===== src/rtl/periph_bus_arbiter_if.sv =====
// periph_bus_arbiter_if: bundles the two master ports, the shared slave port
// and the grant index of the peripheral bus arbiter.
// The slave modport is the arbiter's own view (it serves the masters and
// drives the slave bus); the master modport is the view of the surrounding
// system (the masters making requests and the peripheral answering them).
interface periph_bus_arbiter_if;
  // master 0: CPU MEM-stage data port
  logic        m0_req_i;
  logic        m0_we_i;
  logic [31:0] m0_addr_i;
  logic [31:0] m0_wdata_i;
  logic        m0_ack_o;
  logic        m0_err_o;
  logic [31:0] m0_rdata_o;

  // master 1: debug/loader port
  logic        m1_req_i;
  logic        m1_we_i;
  logic [31:0] m1_addr_i;
  logic [31:0] m1_wdata_i;
  logic        m1_ack_o;
  logic        m1_err_o;
  logic [31:0] m1_rdata_o;

  // shared peripheral bus
  logic        s_stb_o;
  logic        s_we_o;
  logic [31:0] s_addr_o;
  logic [31:0] s_wdata_o;
  logic [31:0] s_rdata_i;
  logic        s_ack_i;

  // index of the current or most recent grant
  logic        owner_o;

  modport slave (
    input  m0_req_i, m0_we_i, m0_addr_i, m0_wdata_i,
    output m0_ack_o, m0_err_o, m0_rdata_o,
    input  m1_req_i, m1_we_i, m1_addr_i, m1_wdata_i,
    output m1_ack_o, m1_err_o, m1_rdata_o,
    output s_stb_o, s_we_o, s_addr_o, s_wdata_o,
    input  s_rdata_i, s_ack_i,
    output owner_o
  );

  modport master (
    output m0_req_i, m0_we_i, m0_addr_i, m0_wdata_i,
    input  m0_ack_o, m0_err_o, m0_rdata_o,
    output m1_req_i, m1_we_i, m1_addr_i, m1_wdata_i,
    input  m1_ack_o, m1_err_o, m1_rdata_o,
    input  s_stb_o, s_we_o, s_addr_o, s_wdata_o,
    output s_rdata_i, s_ack_i,
    input  owner_o
  );
endinterface


===== src/rtl/periph_bus_arbiter.sv =====
// periph_bus_arbiter: two-master round-robin arbiter for the memory-mapped
// peripheral bus. One transaction at a time on a strobe/ack handshake; the
// winning master gets a one-cycle ack together with its read data.
//
// Optional watchdog: define ARB_TIMEOUT_EN to abort transactions whose slave
// has not acked within TIMEOUT_CYCLES strobe cycles (err=1, rdata=DEAD_BEEF).
// Without it, BUSY waits forever and the err outputs are tied low.
//
// state | meaning
// IDLE  | no transaction; arbitrate among pending requests
// BUSY  | s_stb_o high, waiting for s_ack_i (or the watchdog)
// RESP  | ack pulse to the owner; masters may drop or renew requests
module periph_bus_arbiter #(
  parameter int unsigned TIMEOUT_CYCLES = 16
) (
  input logic                 clk_i,
  input logic                 rst_i,
  periph_bus_arbiter_if.slave bus
);

  localparam logic [31:0] ABORT_RDATA = 32'hDEAD_BEEF;

  // watchdog limit must fit the 8-bit counter and allow at least one wait
  if (TIMEOUT_CYCLES < 2 || TIMEOUT_CYCLES > 255) begin : g_bad_timeout
    $error("periph_bus_arbiter: TIMEOUT_CYCLES must be within 2..255");
  end

  typedef enum logic [1:0] {
    ST_IDLE = 2'd0,
    ST_BUSY = 2'd1,
    ST_RESP = 2'd2
  } state_t;

  state_t      state_q, state_d;
  logic        s_stb_q, s_stb_d;
  logic        s_we_q, s_we_d;
  logic [31:0] s_addr_q, s_addr_d;
  logic [31:0] s_wdata_q, s_wdata_d;
  logic        owner_q, owner_d;
  logic        m0_ack_q, m0_ack_d;
  logic        m1_ack_q, m1_ack_d;
  logic [31:0] m0_rdata_q, m0_rdata_d;
  logic [31:0] m1_rdata_q, m1_rdata_d;

  logic        req_any;
  logic        winner;
  logic        abort;

  // Arbitration: a lone requester wins; on a tie the master that is not the
  // most recent owner wins, which yields strict alternation under load.
  always_comb begin
    req_any = bus.m0_req_i | bus.m1_req_i;
    winner  = (bus.m0_req_i & bus.m1_req_i) ? ~owner_q : bus.m1_req_i;
  end

`ifdef ARB_TIMEOUT_EN
  // cnt_q counts BUSY cycles without ack, so on strobe cycle k it holds k-1
  localparam logic [7:0] TC_LAST = 8'(TIMEOUT_CYCLES - 1);

  logic [7:0] cnt_q, cnt_d;
  logic       m0_err_q, m0_err_d;
  logic       m1_err_q, m1_err_d;

  // Abort only if the last allowed strobe cycle passes without an ack; an ack
  // arriving in that same cycle still completes the transaction normally.
  assign abort = (state_q == ST_BUSY) && !bus.s_ack_i && (cnt_q == TC_LAST);

  // Watchdog counter next state and err flags that accompany the ack pulse.
  always_comb begin
    cnt_d    = cnt_q;
    m0_err_d = abort & ~owner_q;
    m1_err_d = abort & owner_q;
    if (state_q == ST_IDLE && req_any) begin
      cnt_d = 8'd0;
    end else if (state_q == ST_BUSY && !bus.s_ack_i) begin
      cnt_d = cnt_q + 8'd1;
    end
  end

  // Watchdog registers.
  always_ff @(posedge clk_i or posedge rst_i) begin
    if (rst_i) begin
      cnt_q    <= 8'd0;
      m0_err_q <= 1'b0;
      m1_err_q <= 1'b0;
    end else begin
      cnt_q    <= cnt_d;
      m0_err_q <= m0_err_d;
      m1_err_q <= m1_err_d;
    end
  end

  assign bus.m0_err_o = m0_err_q;
  assign bus.m1_err_o = m1_err_q;
`else
  assign abort        = 1'b0;
  assign bus.m0_err_o = 1'b0;
  assign bus.m1_err_o = 1'b0;
`endif

  // FSM next state and bus/response datapath.
  always_comb begin
    state_d    = state_q;
    s_stb_d    = s_stb_q;
    s_we_d     = s_we_q;
    s_addr_d   = s_addr_q;
    s_wdata_d  = s_wdata_q;
    owner_d    = owner_q;
    m0_ack_d   = 1'b0;
    m1_ack_d   = 1'b0;
    m0_rdata_d = m0_rdata_q;
    m1_rdata_d = m1_rdata_q;

    case (state_q)
      ST_IDLE: begin
        if (req_any) begin
          owner_d   = winner;
          s_stb_d   = 1'b1;
          s_we_d    = winner ? bus.m1_we_i    : bus.m0_we_i;
          s_addr_d  = winner ? bus.m1_addr_i  : bus.m0_addr_i;
          s_wdata_d = winner ? bus.m1_wdata_i : bus.m0_wdata_i;
          state_d   = ST_BUSY;
        end
      end

      ST_BUSY: begin
        if (bus.s_ack_i || abort) begin
          s_stb_d = 1'b0;
          s_we_d  = 1'b0;
          state_d = ST_RESP;
          if (owner_q) begin
            m1_ack_d = 1'b1;
          end else begin
            m0_ack_d = 1'b1;
          end
          // writes leave the owner's read data untouched unless aborted
          if (abort) begin
            if (owner_q) m1_rdata_d = ABORT_RDATA;
            else         m0_rdata_d = ABORT_RDATA;
          end else if (!s_we_q) begin
            if (owner_q) m1_rdata_d = bus.s_rdata_i;
            else         m0_rdata_d = bus.s_rdata_i;
          end
        end
      end

      ST_RESP: begin
        state_d = ST_IDLE;
      end

      default: begin
        state_d = ST_IDLE;
      end
    endcase
  end

  // State and output registers; reset drops any transaction in flight.
  always_ff @(posedge clk_i or posedge rst_i) begin
    if (rst_i) begin
      state_q    <= ST_IDLE;
      s_stb_q    <= 1'b0;
      s_we_q     <= 1'b0;
      s_addr_q   <= 32'd0;
      s_wdata_q  <= 32'd0;
      owner_q    <= 1'b1;
      m0_ack_q   <= 1'b0;
      m1_ack_q   <= 1'b0;
      m0_rdata_q <= 32'd0;
      m1_rdata_q <= 32'd0;
    end else begin
      state_q    <= state_d;
      s_stb_q    <= s_stb_d;
      s_we_q     <= s_we_d;
      s_addr_q   <= s_addr_d;
      s_wdata_q  <= s_wdata_d;
      owner_q    <= owner_d;
      m0_ack_q   <= m0_ack_d;
      m1_ack_q   <= m1_ack_d;
      m0_rdata_q <= m0_rdata_d;
      m1_rdata_q <= m1_rdata_d;
    end
  end

  assign bus.s_stb_o    = s_stb_q;
  assign bus.s_we_o     = s_we_q;
  assign bus.s_addr_o   = s_addr_q;
  assign bus.s_wdata_o  = s_wdata_q;
  assign bus.owner_o    = owner_q;
  assign bus.m0_ack_o   = m0_ack_q;
  assign bus.m1_ack_o   = m1_ack_q;
  assign bus.m0_rdata_o = m0_rdata_q;
  assign bus.m1_rdata_o = m1_rdata_q;

endmodule


===== src/flat_wrapper.sv =====
// flat-port wrapper written by rule: the top's interface ports become plain ports
module periph_bus_arbiter_flat 
#(
  parameter int unsigned TIMEOUT_CYCLES = 16
)
  (clk_i, rst_i, bus_m0_req_i, bus_m0_we_i, bus_m0_addr_i, bus_m0_wdata_i, bus_m0_ack_o, bus_m0_err_o, bus_m0_rdata_o, bus_m1_req_i, bus_m1_we_i, bus_m1_addr_i, bus_m1_wdata_i, bus_m1_ack_o, bus_m1_err_o, bus_m1_rdata_o, bus_s_stb_o, bus_s_we_o, bus_s_addr_o, bus_s_wdata_o, bus_s_rdata_i, bus_s_ack_i, bus_owner_o);
  periph_bus_arbiter_if bus_i ();
  input logic clk_i;
  input logic rst_i;
  input wire logic [$bits(bus_i.m0_req_i)-1:0] bus_m0_req_i;
  input wire logic [$bits(bus_i.m0_we_i)-1:0] bus_m0_we_i;
  input wire logic [$bits(bus_i.m0_addr_i)-1:0] bus_m0_addr_i;
  input wire logic [$bits(bus_i.m0_wdata_i)-1:0] bus_m0_wdata_i;
  output wire logic [$bits(bus_i.m0_ack_o)-1:0] bus_m0_ack_o;
  output wire logic [$bits(bus_i.m0_err_o)-1:0] bus_m0_err_o;
  output wire logic [$bits(bus_i.m0_rdata_o)-1:0] bus_m0_rdata_o;
  input wire logic [$bits(bus_i.m1_req_i)-1:0] bus_m1_req_i;
  input wire logic [$bits(bus_i.m1_we_i)-1:0] bus_m1_we_i;
  input wire logic [$bits(bus_i.m1_addr_i)-1:0] bus_m1_addr_i;
  input wire logic [$bits(bus_i.m1_wdata_i)-1:0] bus_m1_wdata_i;
  output wire logic [$bits(bus_i.m1_ack_o)-1:0] bus_m1_ack_o;
  output wire logic [$bits(bus_i.m1_err_o)-1:0] bus_m1_err_o;
  output wire logic [$bits(bus_i.m1_rdata_o)-1:0] bus_m1_rdata_o;
  output wire logic [$bits(bus_i.s_stb_o)-1:0] bus_s_stb_o;
  output wire logic [$bits(bus_i.s_we_o)-1:0] bus_s_we_o;
  output wire logic [$bits(bus_i.s_addr_o)-1:0] bus_s_addr_o;
  output wire logic [$bits(bus_i.s_wdata_o)-1:0] bus_s_wdata_o;
  input wire logic [$bits(bus_i.s_rdata_i)-1:0] bus_s_rdata_i;
  input wire logic [$bits(bus_i.s_ack_i)-1:0] bus_s_ack_i;
  output wire logic [$bits(bus_i.owner_o)-1:0] bus_owner_o;
  assign bus_i.m0_req_i = bus_m0_req_i;
  assign bus_i.m0_we_i = bus_m0_we_i;
  assign bus_i.m0_addr_i = bus_m0_addr_i;
  assign bus_i.m0_wdata_i = bus_m0_wdata_i;
  assign bus_m0_ack_o = bus_i.m0_ack_o;
  assign bus_m0_err_o = bus_i.m0_err_o;
  assign bus_m0_rdata_o = bus_i.m0_rdata_o;
  assign bus_i.m1_req_i = bus_m1_req_i;
  assign bus_i.m1_we_i = bus_m1_we_i;
  assign bus_i.m1_addr_i = bus_m1_addr_i;
  assign bus_i.m1_wdata_i = bus_m1_wdata_i;
  assign bus_m1_ack_o = bus_i.m1_ack_o;
  assign bus_m1_err_o = bus_i.m1_err_o;
  assign bus_m1_rdata_o = bus_i.m1_rdata_o;
  assign bus_s_stb_o = bus_i.s_stb_o;
  assign bus_s_we_o = bus_i.s_we_o;
  assign bus_s_addr_o = bus_i.s_addr_o;
  assign bus_s_wdata_o = bus_i.s_wdata_o;
  assign bus_i.s_rdata_i = bus_s_rdata_i;
  assign bus_i.s_ack_i = bus_s_ack_i;
  assign bus_owner_o = bus_i.owner_o;
  periph_bus_arbiter #(.TIMEOUT_CYCLES(TIMEOUT_CYCLES)) u_core (.clk_i(clk_i), .rst_i(rst_i), .bus(bus_i));
endmodule

===== config.mk =====
export PLATFORM = sky130hd
export DESIGN_NAME = periph_bus_arbiter_flat
export DESIGN_NICKNAME = d
export VERILOG_FILES = /design/src/rtl/periph_bus_arbiter_if.sv /design/src/rtl/periph_bus_arbiter.sv /design/src/flat_wrapper.sv
export SDC_FILE = /design/constraint.sdc
export NUM_CORES = 1
export LEC_CHECK = 0
export CELL_PAD_IN_SITES_DETAIL_PLACEMENT = 0
export CELL_PAD_IN_SITES_GLOBAL_PLACEMENT = 2
export CORE_MARGIN = 4
export CORE_UTILIZATION = 27
export CTS_CLUSTER_DIAMETER = 120
export CTS_CLUSTER_SIZE = 25
export DETAILED_ROUTE_END_ITERATION = 10
export PLACE_DENSITY_LB_ADDON = 0.1
export SLEW_MARGIN = 5
export SYNTH_ARGS = -nofsm -noshare
export SYNTH_HDL_FRONTEND = slang
export SYNTH_SLANG_ARGS = --single-unit

===== constraint.sdc =====
create_clock -name clk_i -period 9.1 [get_ports clk_i]
set_clock_uncertainty 0.2 [all_clocks]
set_input_delay 1.82 -clock clk_i [delete_from_list [all_inputs] [get_ports clk_i]]
set_output_delay 1.82 -clock clk_i [all_outputs]
set_load 0.02 [all_outputs]

==> impl_metrics.py, run 1 <==
metrics = {
    "synth": {
        "async_reset_ff_share_pct": 100,
        "synth.distinct_cells": 20,
        "synthMuxAreaShare_pct": 37.7,
        "synth_compound_area_share_pct": 0.301,
        "synth_top_family_by_area": "multiplexers",
        "synth_area_leaders": "dfrtp_1, mux2_2, mux2_1",
        "ys_ff_latch": 135,
        "ys_seq_area_share_pct": 58.0,
        "yosys-top-cells-count": "mux2_2, dfrtp_1, mux2_1, buf_2, buf_6",
        "synth_ff_type": "dfrtp_1",
        "synth_xor_area_share_pct": 0,
        "yosysTopAreaCellShare_pct": 57.6,
        "synthAdderAreaFrac_pct": 0,
        "syn_avg_cell_area_um2": 15.8,
        "yosysTopAreaCell": "dfrtp_1",
        "yosys_warnings": 0,
        "yosys.area_share.simple_pct": 1.29,
        "synthCells": 369,
        "synth.most_common_cell": "mux2_2",
        "synth.cell_area_um2": 5820,
        "synth_edf_count": 0,
    },
    "routing": {
        "route.vias.total": 4115,
        "first_pass_iters": 4,
        "routedWlPerCell_um": 18.2,
        "ant_nets": 0,
        "routed_via_density": 4.30,
        "drt_iter0_markers": 100,
        "wl_um": 17400,
        "drc": 0,
    },
    "global_route": {
        "grt_use_total_pct": 14.4,
        "grt_start_max_net_pins": 83,
        "grt_pass1_wl_um": 26400,
        "overflow": 0,
        "antenna_found_initial": 1,
        "grt_pass1_vias": 4450,
    },
    "floorplan": {
        "io_pins": 302,
        "die-area_um2": 24000,
        "core.rowCount": 53,
        "die_y_um": 155,
        "core_area_um2": 21100,
        "start_util_pct": 27.6,
        "die_x_um": 155,
    },
    "critical_path": {
        "end_kind": "register",
        "cp.required_ns": 9.20,
        "cp-start-kind": "primary input",
        "path_max_fanout": 66,
        "path_class": "in -> reg",
        "critPathArrivalTime_ns": 3.85,
    },
    "clocking": {
        "numClockSinks": 135,
        "cts_hold_buf": 0,
        "ctsLongestPathBuffers": 2,
        "numCtsBuffers": 17,
        "cts_root_buf": "clkbuf_16",
        "htree_levels": 4,
        "clk_pin_slew_ns": 0.06,
        "cts_setup_buffers": 0,
        "cts_resized": 0,
        "clock_latency_ns": 0.41,
        "tritoncts": "built",
    },
    "pwr": {
        "p_clk_share_pct": 21.2,
        "swShare_pct": 34.9,
        "peakVddDrop_mv": 0.201,
        "internal_power_mw": 2.24,
        "power.net_switching_mw": 1.20,
        "seq_power_share_pct": 31.0,
        "p_per_area_nw_per_um2": 355,
        "leakagePower_nw": 3.94,
        "p_comb_share_pct": 47.8,
    },
    "timing": {
        "min_period_over_period_pct": 41.3,
        "fin_crit_ns": 3.76,
        "slew_viol_final": 0,
        "clock.fmax_mhz": 266,
        "rsz0062_at_grt": "false",
        "setup_violations": 0,
        "worstMarginPinSlew_ns": 1.05,
        "hold_violations": 0,
        "fin_tns_setup_ns": 0,
        "maxSlewHeadroom_pct": 29.7,
    },
    "final_layout": {
        "synthToLayoutAreaGrowth_pct": 66.6,
        "layout-drive-gt1-share_pct": 29.9,
        "n_antenna_cell": 0,
        "fin_cells": 958,
        "fin_nets": 837,
        "n_fill_cell": 1888,
    },
    "worst_hold_path": {
        "min_path_type": "reg -> reg",
    },
    "run": {
        "cap_violations": 0,
    },
    "place": {
        "dp_hpwl_um": 12700,
        "dp.cells": 926,
        "io_buffers": 299,
        "gp_congestion": 0.787,
    },
    "status": {
        "status": "finished clean",
    },
}
-- through the flow --
stage | setup slack, ns | power [mW] | hold WS (ns) | cell area (um^2) | util, %
floorplan | 3.47 | 1.92 | 0.338 | 5830 | -
global placement | 4.90 | 2.73 | 0.270 | 9070 | 43.0
detailed placement | 4.87 | 2.76 | 0.279 | 9070 | 43.0
CTS | 5.31 | 3.51 | 0.293 | 9700 | 46.0
global route | 5.24 | 3.64 | 0.317 | 9700 | 46.0
finish | 5.34 | 3.45 | 0.284 | 9700 | 46.0
-- power groups by stage --
stage	clock (mW)	sequential, mW	combinational (mW)
floorplan	0	1.43	0.488
detailed placement	0	1.08	1.68
CTS	0.754	1.08	1.68
global route	0.786	1.11	1.75
global placement	0	1.07	1.66
finish	0.730	1.07	1.65
-- routing by layer --
metal | track usage, % | vias to the layer above | wire length, um
li1 | - | 1919 | -
met1 | 16.0 | 1989 | 6630
met2 | 23.9 | 188 | 8460
met3 | 8.14 | 17 | 2100
met4 | 3.57 | 2 | 187
met5 | 0 | - | 13
-- registers in the layout (all words and copies together) (netlist names) --
register and flops:
u_core.bus.s_stb_o 1, u_core.state_q 2, u_core.bus.s_addr_o 32, u_core.bus.m0_rdata_o 32
u_core.bus.m0_ack_o 1, u_core.bus.owner_o 1, u_core.bus.m1_rdata_o 32, u_core.bus.s_we_o 1
u_core.bus.s_wdata_o 32, u_core.bus.m1_ack_o 1
-- placed cells by master (no fill, tap or decap) --
cell type        netlist  final
nor2_1                 3      3
bufinv_16              0      3
inv_1                  3      2
dfstp_2                1      1
clkdlybuf4s50_1        0    299
clkinvlp_4             0      3
inv_8                  0      2
dfrtp_1              134    134
mux2_1                32     32
clkinv_4               0      1
clkbuf_16              0     17
conb_1                 1      2
a21bo_2                1      1
clkbuf_8               0      1
mux2i_1                3      3
buf_4                  2      5
mux2_2               160    160
or2_2                  1      1
nor3b_1                1      1
a21o_1                 1      1
inv_6                  0      6
or3_1                  1      1
nand2_1                1      1
nor3_4                 0      2
nand3b_4               1      1
-- path summary, 6_finish.rpt --
check / cells after the start / to / slack (ns) / from
max in group asynchronous: 3 / u_core.bus.m0_rdata_o[13] / 5.60 / rst_i
worst min register to register: 1 / u_core.bus.s_stb_o / 0.28 / u_core.bus.s_stb_o
min in group asynchronous: 2 / u_core.bus.s_addr_o[10] / 1.62 / rst_i
worst max-delay path: 5 / u_core.bus.s_addr_o[3] / 5.34 / bus_m1_req_i
worst min-delay path: 1 / u_core.bus.s_stb_o / 0.28 / u_core.bus.s_stb_o
worst max register to register: 4 / u_core.bus.s_addr_o[3] / 6.57 / u_core.bus.owner_o
-- cells by family after synthesis --
family	count (synthesis)
flops	135
buf+inv	26
simple gates	10
compound gates	2
mux	195
other cells	1
-- area by class of cell --
type	instances	area [um^2]	area share (%)
clock inverter	14	188	1.93
tap	275	344	3.55
inverter	3	16.3	0.168
sequential	135	3380	34.8
multi-input combinational	209	2300	23.8
clock buffer	18	439	4.53
timing repair buffer	304	3030	31.2
-- worst max-delay path: stages --
cell and delay (ns):
clkdlybuf4s50_1 0.41, a21bo_2 0.19, buf_4 0.68, mux2_2 0.43
mux2_2 0.26
No activity file was read; power rests on OpenSTA's default activity.
==> run 2, diff against run 1 <==
--- a/config.mk
+++ b/config.mk
@@ -8,7 +8,7 @@
 export CELL_PAD_IN_SITES_DETAIL_PLACEMENT = 0
 export CELL_PAD_IN_SITES_GLOBAL_PLACEMENT = 2
 export CORE_MARGIN = 4
-export CORE_UTILIZATION = 27
+export CORE_UTILIZATION = 25
 export CTS_CLUSTER_DIAMETER = 120
 export CTS_CLUSTER_SIZE = 25
 export DETAILED_ROUTE_END_ITERATION = 10
==> constraint.sdc (replaced) <==
create_clock -name clk_i -period 3.9 [get_ports clk_i]
set_clock_uncertainty 0.2 [all_clocks]
set_input_delay 0.78 -clock clk_i [delete_from_list [all_inputs] [get_ports clk_i]]
set_output_delay 0.78 -clock clk_i [all_outputs]
set_load 0.02 [all_outputs]
==> run 2 against run 1 <==
Core utilization shrank 3.3 points. Wire length grew 2.8%. Worst setup slack worse by 4.1 ns. Cell count grew 4.1%. Sequential share of layout area shrank 0.058 points. Non-clock buffer count grew 1. Hold slack got worse by 0.0067 ns. Clock power is 110% higher. Critical endpoint is now bus_owner_o. Largest cell class unchanged. Largest power group unchanged.
==> impl_metrics.py, run 2 (synthesized netlist as in run 1, its figures left out) <==
metrics = {
    "status": {
        "status": "finished clean",
    },
    "clocking": {
        "clock_latency_ns": 0.41,
        "cts_root_buf": "clkbuf_16",
        "tritoncts": "built",
        "ctsLongestPathBuffers": 2,
        "numClockSinks": 135,
        "clk_pin_slew_ns": 0.06,
        "numCtsBuffers": 17,
        "cts_hold_buf": 0,
        "cts_setup_buffers": 0,
        "htree_levels": 4,
        "cts_resized": 0,
    },
    "final_layout": {
        "synthToLayoutAreaGrowth_pct": 66.9,
        "final_common_cell": "clkdlybuf4s50_1",
        "fin_util_pct": 42.7,
        "n_antenna_cell": 0,
        "layout-drive-gt1-share_pct": 29.8,
        "n_fill_cell": 2123,
        "fin_area_um2": 9720,
        "final_cell_mix": "clkdlybuf4s50_1, mux2_2, dfrtp_1",
        "fin_nets": 838,
    },
    "critical_path": {
        "crit_chain": "clkdlybuf4s50_1",
        "critPathArrivalTime_ns": 1.68,
        "cpMaxStageDelayCell": "clkdlybuf4s50_1",
        "cp-start-kind": "register",
        "path_class": "reg -> out",
        "end_kind": "output port",
        "cp_top_family": "buffers and inverters",
        "path_max_fanout": 5,
        "slowest_delay_ns": 0.64,
        "path_buf_inv": 1,
        "cp.required_ns": 2.92,
    },
    "global_route": {
        "use_met1_pct": 15.5,
        "use_met3_pct": 6.95,
        "top_usage_layer": "met2",
        "grt_pass1_vias": 4680,
        "grt_pass1_wl_um": 27700,
        "antenna_found_initial": 0,
        "use_met2_pct": 23.5,
        "overflow": 0,
        "grt_use_total_pct": 13.9,
        "grt_start_max_net_pins": 136,
    },
    "timing": {
        "hold_violations": 0,
        "slew_viol_final": 0,
        "fin_tns_setup_ns": 0,
        "maxSlewHeadroom_pct": 46.7,
        "clock.fmax_mhz": 376,
        "min_period_over_period_pct": 68.2,
        "setup_violations": 0,
        "fin_crit_ns": 2.66,
        "rsz0062_at_grt": "false",
        "worstMarginPinSlew_ns": 0.799,
    },
    "floorplan": {
        "io_pins": 302,
        "start_util_pct": 25.6,
        "die-area_um2": 25800,
        "core.rowCount": 55,
        "die_x_um": 161,
        "die_y_um": 161,
        "core_area_um2": 22800,
    },
    "place": {
        "dp_hpwl_um": 13100,
        "dpl_cell_area_um2": 9170,
        "io_buffers": 299,
        "gp_congestion": 0.701,
    },
    "routing": {
        "first_pass_iters": 4,
        "drc": 0,
        "routedWlPerCell_um": 17.9,
        "route.vias.total": 4120,
        "ant_nets": 0,
        "wl_um": 17900,
        "drt_iter0_markers": 68,
        "routed_via_density": 4.13,
    },
    "run": {
        "cap_violations": 0,
    },
    "pwr": {
        "peakVddDrop_mv": 0.389,
        "leakagePower_nw": 3.92,
        "p_per_area_nw_per_um2": 811,
    },
    "worst_hold_path": {
        "min_path_type": "reg -> reg",
    },
}
-- run 2: changes by cell type in the layout (fill, tap and decap cells not counted), sizes merged --
cell / before / now
clkinvlp: 3 / 5
bufinv: 3 / 0
clkinv: 1 / 3
inv: 10 / 9
buf: 5 / 6
-- run 2: metal layers --
metal | wire [um] | vias up | part of all wire, %
li1 | - | 1922 | -
met1 | 6980 | 2008 | 39
met2 | 8860 | 180 | 50
met3 | 1910 | 10 | 11
met4 | 144 | 0 | 0.80
met5 | 0 | - | 0
-- run 2: where the power goes --
group,switching (mW),leakage [nW],internal (mW)
Clock,0.667,0.257,0.830
Sequential,0.362,1.60,2.12
Combinational,1.81,2.06,2.10
Total,2.84,3.92,5.04
-- run 2: final cells by class --
type / count / area, um^2 / share of cell area [%]
Multi-Input combinational cell: 209 / 2310 / 23.8
Timing Repair Buffer: 305 / 3080 / 31.6
Tap cell: 313 / 392 / 4.03
Sequential cell: 135 / 3380 / 34.8
Clock inverter: 14 / 116 / 1.20
Inverter: 3 / 15.0 / 0.154
Clock buffer: 18 / 429 / 4.42
-- run 2: final timing paths --
| kind | from | end | slack (ns) | depth (start not counted) |
|---|---|---|---|---|
| setup / recovery | u_core.bus.owner_o | bus_owner_o | 1.24 | 1 |
| hold / removal | u_core.bus.s_stb_o | u_core.bus.s_stb_o | 0.28 | 1 |
| setup reg to reg | u_core.bus.owner_o | u_core.bus.m1_rdata_o[25] | 1.55 | 4 |
| hold reg to reg | u_core.bus.s_stb_o | u_core.bus.s_stb_o | 0.28 | 1 |
| max in group asynchronous | rst_i | u_core.bus.s_addr_o[9] | 2.15 | 3 |
| min in group asynchronous | rst_i | u_core.bus.s_addr_o[8] | 0.68 | 3 |
-- run 2: per-stage QoR --
stage	power (mW)	cells	setup slack, ns	hold slack (ns)
floorplan	4.48	370	1.24	0.338
global placement	6.44	965	0.827	0.267
detailed placement	6.48	965	0.794	0.269
CTS	8.04	997	1.18	0.283
global route	8.35	997	1.17	0.300
finish	7.88	997	1.24	0.277
